**config.mk**
```make
export PLATFORM = sky130hd
export DESIGN_NAME = cache_arbiter
export DESIGN_NICKNAME = d
export VERILOG_FILES = /design/src/rtl/cache_arbiter.sv
export SDC_FILE = /design/constraint.sdc
export NUM_CORES = 1
export LEC_CHECK = 0
export ABC_AREA = 1
export BUFFER_PORTS_ARGS = -buffer_cell sky130_fd_sc_hd__buf_4
export CAP_MARGIN = 5
export CORE_AREA = 2 2 269 271
export DETAILED_ROUTE_END_ITERATION = 16
export DIE_AREA = 0 0 271 273
export REMOVE_ABC_BUFFERS = 1
export SETUP_SLACK_MARGIN = 0.3
export SLEW_MARGIN = 20
export SYNTH_ARGS = -nofsm -noshare
export SYNTH_HDL_FRONTEND = slang
export SYNTH_SLANG_ARGS = --single-unit
export TNS_END_PERCENT = 30
```
**constraint.sdc**
```tcl
create_clock -name clk -period 4.7 [get_ports clk]
set_clock_uncertainty 0.1 [all_clocks]
set_input_delay 0.235 -clock clk [delete_from_list [all_inputs] [get_ports clk]]
set_output_delay 0.235 -clock clk [all_outputs]
set_load 0.02 [all_outputs]
```
**src/rtl/cache_arbiter.sv**
```systemverilog
// cache_arbiter: shares one line-wide physical-memory port between the I-cache
// and D-cache miss/writeback paths. D-cache has priority; an anti-starvation
// streak counter forces the I-cache ahead after MAX_D_STREAK consecutive D
// grants taken while I was waiting. The granted request is latched at grant and
// memory is driven from those registers until pmem_resp.
// Optional build macro: CACHE_ARB_PERF_EN adds saturating grant/conflict
// counters and a perf_clear input.
module cache_arbiter #(
   parameter int ADDR_WIDTH   = 16,
   parameter int LINE_WIDTH   = 128,
   parameter int OFFSET_BITS  = 4,
   parameter int MAX_D_STREAK = 4
) (
   input  logic                  clk,
   input  logic                  reset,
   input  logic                  i_pmem_read,
   input  logic [ADDR_WIDTH-1:0] i_pmem_address,
   output logic [LINE_WIDTH-1:0] i_pmem_rdata,
   output logic                  i_pmem_resp,
   input  logic                  d_pmem_read,
   input  logic                  d_pmem_write,
   input  logic [ADDR_WIDTH-1:0] d_pmem_address,
   input  logic [LINE_WIDTH-1:0] d_pmem_wdata,
   output logic [LINE_WIDTH-1:0] d_pmem_rdata,
   output logic                  d_pmem_resp,
   output logic                  pmem_read,
   output logic                  pmem_write,
   output logic [ADDR_WIDTH-1:0] pmem_address,
   output logic [LINE_WIDTH-1:0] pmem_wdata,
   input  logic [LINE_WIDTH-1:0] pmem_rdata,
   input  logic                  pmem_resp
`ifdef CACHE_ARB_PERF_EN
   ,
   input  logic                  perf_clear,
   output logic [15:0]           perf_i_grants,
   output logic [15:0]           perf_d_grants,
   output logic [15:0]           perf_conflicts
`endif
);

   localparam logic [ADDR_WIDTH-1:0] LINE_MASK  = ~ADDR_WIDTH'((1 << OFFSET_BITS) - 1);
   localparam logic [3:0]            STREAK_MAX = 4'(MAX_D_STREAK);

   typedef enum logic [1:0] {IDLE, SERVE_I, SERVE_D} state_t;

   state_t                r_state,        w_state_nxt;
   logic [3:0]            r_d_streak,     w_d_streak_nxt;
   logic                  r_pmem_read,    w_read_nxt;
   logic                  r_pmem_write,   w_write_nxt;
   logic [ADDR_WIDTH-1:0] r_pmem_address, w_address_nxt;
   logic [LINE_WIDTH-1:0] r_pmem_wdata,   w_wdata_nxt;
   logic                  w_req_i, w_req_d;
   logic                  w_grant_i, w_grant_d;

   assign w_req_i = i_pmem_read;
   assign w_req_d = d_pmem_read | d_pmem_write;

   // State register plus the latched copy of the granted memory request.
   // NOTE: sequential state uses non-blocking (<=) so every flop samples the
   // pre-edge values; blocking here would create order-dependent simulation.
   always_ff @(posedge clk) begin
      if (reset) begin
         r_state        <= IDLE;
         r_d_streak     <= '0;
         r_pmem_read    <= 1'b0;
         r_pmem_write   <= 1'b0;
         r_pmem_address <= '0;
         r_pmem_wdata   <= '0;
      end else begin
         r_state        <= w_state_nxt;
         r_d_streak     <= w_d_streak_nxt;
         r_pmem_read    <= w_read_nxt;
         r_pmem_write   <= w_write_nxt;
         r_pmem_address <= w_address_nxt;
         r_pmem_wdata   <= w_wdata_nxt;
      end
   end

   // Arbitration, grant latching, streak update and completion back to IDLE.
   // NOTE: every variable gets a default first so no path leaves one unassigned,
   // which would otherwise infer a latch.
   always_comb begin
      w_state_nxt    = r_state;
      w_d_streak_nxt = r_d_streak;
      w_read_nxt     = r_pmem_read;
      w_write_nxt    = r_pmem_write;
      w_address_nxt  = r_pmem_address;
      w_wdata_nxt    = r_pmem_wdata;
      w_grant_i      = 1'b0;
      w_grant_d      = 1'b0;

      case (r_state)
         IDLE: begin
            // pmem_resp is ignored here: nothing is outstanding.
            if (w_req_d && !(w_req_i && (r_d_streak == STREAK_MAX))) w_grant_d = 1'b1;
            else if (w_req_i)                                       w_grant_i = 1'b1;
         end
         SERVE_I, SERVE_D: begin
            // Completion always passes through IDLE, so no back-to-back grants.
            if (pmem_resp) begin
               w_state_nxt   = IDLE;
               w_read_nxt    = 1'b0;
               w_write_nxt   = 1'b0;
               w_address_nxt = '0;
               w_wdata_nxt   = '0;
            end
         end
         default: w_state_nxt = IDLE;
      endcase

      if (w_grant_i) begin
         w_state_nxt    = SERVE_I;
         w_read_nxt     = 1'b1;
         w_write_nxt    = 1'b0;
         w_address_nxt  = i_pmem_address & LINE_MASK;
         w_wdata_nxt    = '0;
         w_d_streak_nxt = '0;
      end

      if (w_grant_d) begin
         w_state_nxt   = SERVE_D;
         w_read_nxt    = d_pmem_read;
         w_write_nxt   = d_pmem_write;
         w_address_nxt = d_pmem_address & LINE_MASK;
         w_wdata_nxt   = d_pmem_wdata;
         if (!w_req_i)                        w_d_streak_nxt = '0;
         else if (r_d_streak < STREAK_MAX)    w_d_streak_nxt = r_d_streak + 4'd1;
      end
   end

   assign pmem_read    = r_pmem_read;
   assign pmem_write   = r_pmem_write;
   assign pmem_address = r_pmem_address;
   assign pmem_wdata   = r_pmem_wdata;

   // Responses reach only the granted requester.
   assign i_pmem_resp  = pmem_resp & (r_state == SERVE_I);
   assign d_pmem_resp  = pmem_resp & (r_state == SERVE_D);
   assign i_pmem_rdata = (r_state == SERVE_I) ? pmem_rdata : '0;
   assign d_pmem_rdata = (r_state == SERVE_D) ? pmem_rdata : '0;

   // A D-cache read and writeback at once is a requester bug; it is forwarded as-is.
   a_d_rw_exclusive: assert property (@(posedge clk) disable iff (reset)
      !(d_pmem_read && d_pmem_write))
      else $error("cache_arbiter: d_pmem_read and d_pmem_write both high");

`ifdef CACHE_ARB_PERF_EN
   logic        w_conflict;
   logic [15:0] r_perf_i, r_perf_d, r_perf_c;

   assign w_conflict = (r_state == IDLE) & w_req_i & w_req_d;

   // Saturating performance counters; clear dominates any same-cycle increment.
   always_ff @(posedge clk) begin
      if (reset || perf_clear) begin
         r_perf_i <= '0;
         r_perf_d <= '0;
         r_perf_c <= '0;
      end else begin
         if (w_grant_i  && (r_perf_i != 16'hFFFF)) r_perf_i <= r_perf_i + 16'd1;
         if (w_grant_d  && (r_perf_d != 16'hFFFF)) r_perf_d <= r_perf_d + 16'd1;
         if (w_conflict && (r_perf_c != 16'hFFFF)) r_perf_c <= r_perf_c + 16'd1;
      end
   end

   assign perf_i_grants  = r_perf_i;
   assign perf_d_grants  = r_perf_d;
   assign perf_conflicts = r_perf_c;
`endif

endmodule

```
* Word-level counts from Yosys, hierarchy flattened
Cells that the tools add are included.
Storage, ports and cells: register bits 148, input bits 294
Operators by class: $add $sub $neg 1, $lt $le $gt $ge 1, equality and inequality tests 7, mux-type cells 29, bitwise gates (word level) 3, reductions and logical operators 11
Operator list (count):
- two-way mux 128 bit | 6
- two-way mux 16 bit | 4
- two-way mux 4 bit | 4
- two-way mux 1 bit | 11
- two-way mux 2 bit | 3
- != test 3 bit, second input constant | 2
- AND reduction 2 bit | 3
- nonzero test 3 bit | 2
- adder 4 x 1 -> 4 bit, second input constant | 1
- == test 4 x 3 -> 1 bit, second input constant | 1
- less-than comparator 4 x 3 -> 1 bit, second input constant | 1
- != test 4 bit, second input constant | 1
- case mux 2 bit (2 select lines) | 1
- OR reduction 2 bit | 2
- bitwise AND 1 bit | 2
- == test 2 x 1 -> 1 bit, second input constant | 1
- == test 2 bit, second input constant | 1
- logical AND 1 bit | 2
- logical NOT 2 bit | 1
- != test 2 bit, second input constant | 1
- logical NOT 1 bit | 1
- bitwise OR 1 bit | 1

* Longest topological paths before layout
depth in word-level cells 10, gate-level depth with buffers 11, depth with buffers taken out 11

* Worst setup path before layout
Ideal clock, no wire load.
kind reg-to-reg, start point register r_state[0], end point register r_pmem_wdata[78] (netlist: pmem_wdata[78]), data arrival time 1.520 ns, path slack 3.009 ns, stages on the path, launching flop included 8, buffers on the path 2, period minus slack after synthesis 1.691 ns, path through dfxtp_1 -> inv_1 -> ha_1 -> nand2_1 -> buf_2 -> buf_1 -> nand3_1 -> a21oi_1
Between the ends: longest elaborated chain between the ends 4, elaborated cells on any way between the ends 11
Ends and longest elaborated chain:
- start, declared | line 46 | state_t r_state, w_state_nxt;
- start signal, assigned | line 70 | r_state <= w_state_nxt;
- == test 2 x 1 -> 1 bit (tied with other cells) | line 92 | case (r_state)
- OR reduction 2 bit or two-way mux 1 bit (tied branches) | line 92
- nonzero test 3 bit (no line) or two-way mux 128 bit (tied branches)
- AND reduction 2 bit (no line) or two-way mux 128 bit (tied branches)
- end signal, assigned | line 75 | r_pmem_wdata <= w_wdata_nxt;
- end, declared | line 51 | logic [LINE_WIDTH-1:0] r_pmem_wdata, w_wdata_nxt;
Several ways; a longest one is shown, not always the timed one. A chain may end at the register's enable or synchronous reset.

* Final worst setup path
start point register r_state[0], end point output d_pmem_rdata[74]
Between the ends: longest elaborated chain between the ends 2
Ends and longest elaborated chain:
- == test 2 bit | line 140 | assign d_pmem_rdata = (r_state == SERVE_D) ? pmem_rdata : '0;
- two-way mux 128 bit | line 140
- end, declared | line 24 | output logic [LINE_WIDTH-1:0] d_pmem_rdata,
Every way passes these cells.

==> results.md <==
* Clock Tree Buf Depth at 2
* Total track usage at 14.1%
* Worst hold path depth at 3
* Fmax at 362 MHz
* Commonest non-fill, non-tap cell in the layout: buf_4
* Period Utilization, post-route at between 50% and 60%
* Seq/Total Area, Yosys at 37.8%
* Post-CTS sizing at 0
* Crit Path Category: reg2out
* Synth Warn # at 0
* Cell variety after synth at 21
* Pleak at 9.26 nW
* Initial drt markers at 577
* Largest net degree at the start of global routing at 144
* Crit path DAT at 2420 ps
* Core Box Area at 71,000 µm²
* Syn Inst Count at 1,284
* Storage cell area at 2960 µm²
* Routed Wire Length at 55,300 µm
* Grt total ovfl at 0
* WHS at 31.3 ps
* Final Hold Fails at 0
* CP endpoint kind: primary output
* FILL cells at about 8,000
* Detailed-placement wirelength estimate at ~44,000 µm
* Root Driver: clkbuf_16
* Worst hold-check path type: in2reg
* RSZ-0062 raised after global routing: no
* Synth-to-layout area growth at 100%
* Pre-antenna DRT Iters at 7
* Slew margin rel. at 41.8%
* IR drop worst, VDD at 200 µV
* Remaining DRCs at 0
* Worst EP required at ~4400 ps
* Layout Nets at 2,329
* Crit start category: flop
* Final cell count without fillers at 2,995
* Placed cells at 2,835
* Via density at 3.58
* Yosys reg bits at 148
* Num CTS Buffers at 17
* Post-Syn Area per Cell at 6.11 µm²
* Initial antenna violation count at 30
* Most frequent cells in the layout: buf_4, nand2_1, inv_1
* GRT met3 Usage at under 10%
* WL/cell at 18.5 µm
* DIE AREA at between 70,000 and 80,000 µm²
* Register-to-Register Path Depth at 10
* Vias after detailed routing at 10,700
* Core Rows at slightly below 100
* Layout cell share with drive strength beyond 1 at 36.2%
* Vias in the first global route at between 10,000 and 15,000
* Max_cap viols at 0
* Met1 Track Usage GR at 16.6%
* Slew @ Worst Pin at 873 ps
* First-pass GRT wire length at 74,900 µm
* Max-slew violations at 0
* Worst-path clk slew at 70 ps
* Setup_tns at 0 ps
* Outcome: finished clean
* Power Density at around 270 nW/µm²
* Footprint of the multi-input gates at 3360 µm²
* Clock insertion delay at the later pin of the skew report at 420 ps
* DP Worst Slack at 2050 ps
* Post-synthesis cell area at 7850 µm²
* Initial Util at 11.1%
* I/O Pins at 698
* Count of final setup violators at 0
* CTS tree: done
* Overall die width at around 270 µm
* Met2 GRT Util at 26.3%
* Minimum clock period at approximately 2800 ps
* Global placer's final weighted congestion at 0.922
* Die height at 273 µm
* Routed Antenna Nets at 0
* PnR worst setup slack at 1940 ps
* H-Tree Depth at 4
* Most Used Layer, Global Route: met2
* Critical Path Fanout Max at 51
* CTS sink cnt at between 100 and 150
* Port-buffer cells at approximately 690
[synthesized netlist by cell type]
library cell | n | area (µm²)
a21oi_1 | 134 | 671
buf_1 | 6 | 22.5
buf_2 | 15 | 75.1
buf_4 | 6 | 45.0
buf_6 | 11 | 124
clkbuf_1 | 60 | 225
clkinv_1 | 1 | 3.75
conb_1 | 1 | 3.75
dfxtp_1 | 148 | 2960
ha_1 | 5 | 62.6
inv_1 | 281 | 1050
inv_2 | 4 | 15.0
nand2_1 | 415 | 1560
nand2_4 | 2 | 22.5
nand3_1 | 171 | 856
nand3_2 | 1 | 10.0
nand4_1 | 14 | 87.6
nor2_1 | 6 | 22.5
nor3_1 | 1 | 5.00
o21ai_0 | 1 | 5.00
o21ai_4 | 1 | 16.3
[metal layers]
| metal | routed length (µm) | vias up | share of wire, % |
|---|---|---|---|
| li1 | - | 5325 | - |
| met1 | 22400 | 4776 | 41 |
| met2 | 28500 | 547 | 51 |
| met3 | 3500 | 83 | 6.3 |
| met4 | 913 | 4 | 1.7 |
| met5 | 26 | - | 0.047 |
[logic make-up after synthesis]
kind of cell    count (synthesis)  synth area share, %
fa+ha+maj                       5                0.797
other cells                     1               0.0478
buf+inv                       384                 19.9
compound gates                136                 8.82
simple gates                  610                 32.6
flops                         148                 37.8
[repair_timing]
action / CTS / global route
endpoints found under the setup margin: 0 / 0
endpoints found under the hold margin: 126 / 0
hold buffers: 126 / 0
setup buffers: 0 / 0
[state kept, by name, indices dropped and copies added (netlist names)]
register,count
pmem_address,12
pmem_read,1
pmem_wdata,128
pmem_write,1
r_d_streak,4
r_state,2
[critical path: stages (launching register included)]
cell and delay (ps):
dfxtp_1 350, inv_1 130, ha_4 520, buf_4 510, nand2_1 100, inv_1 140
buf_4 160
[power breakdown]
group | internal (mW) | total (mW) | switching [mW] | leakage (nW)
logic | 0.584 | 1.38 | 0.795 | 7.75
clock network | 0.809 | 1.48 | 0.670 | 0.298
registers | 1.35 | 1.41 | 0.0568 | 1.22
[layout make-up]
| cell class | instances | share of cell area, % |
|---|---|---|
| inverter | 286 | 6.84 |
| timing repair buffer | 822 | 41.5 |
| tap | 950 | 7.56 |
| antenna | 2 | 0.0318 |
| clock inverter | 15 | 1.17 |
| clock buffer | 17 | 2.70 |
| sequential | 148 | 18.8 |
| multi-input combinational | 755 | 21.4 |
[worst paths after layout]
kind / slack, ps / from / endpoint
min reg2reg: 380 / r_d_streak[2] / r_d_streak[2]
max reg2reg: 2060 / r_d_streak[0] / pmem_wdata[99]
max: 1940 / r_state[0] / d_pmem_rdata[74]
min: 30 / d_pmem_write / pmem_write
[per-stage QoR]
stage	util, %	instance area, µm²	total power [mW]
final	22.2	15700	4.27
after global routing	22.2	15700	4.49
after CTS	22.1	15700	4.34
after detailed placement	19.5	13900	2.74
after global placement	19.5	13900	2.73
after floorplan	-	7370	2.03
No activity file was read; power rests on OpenSTA's default activity.
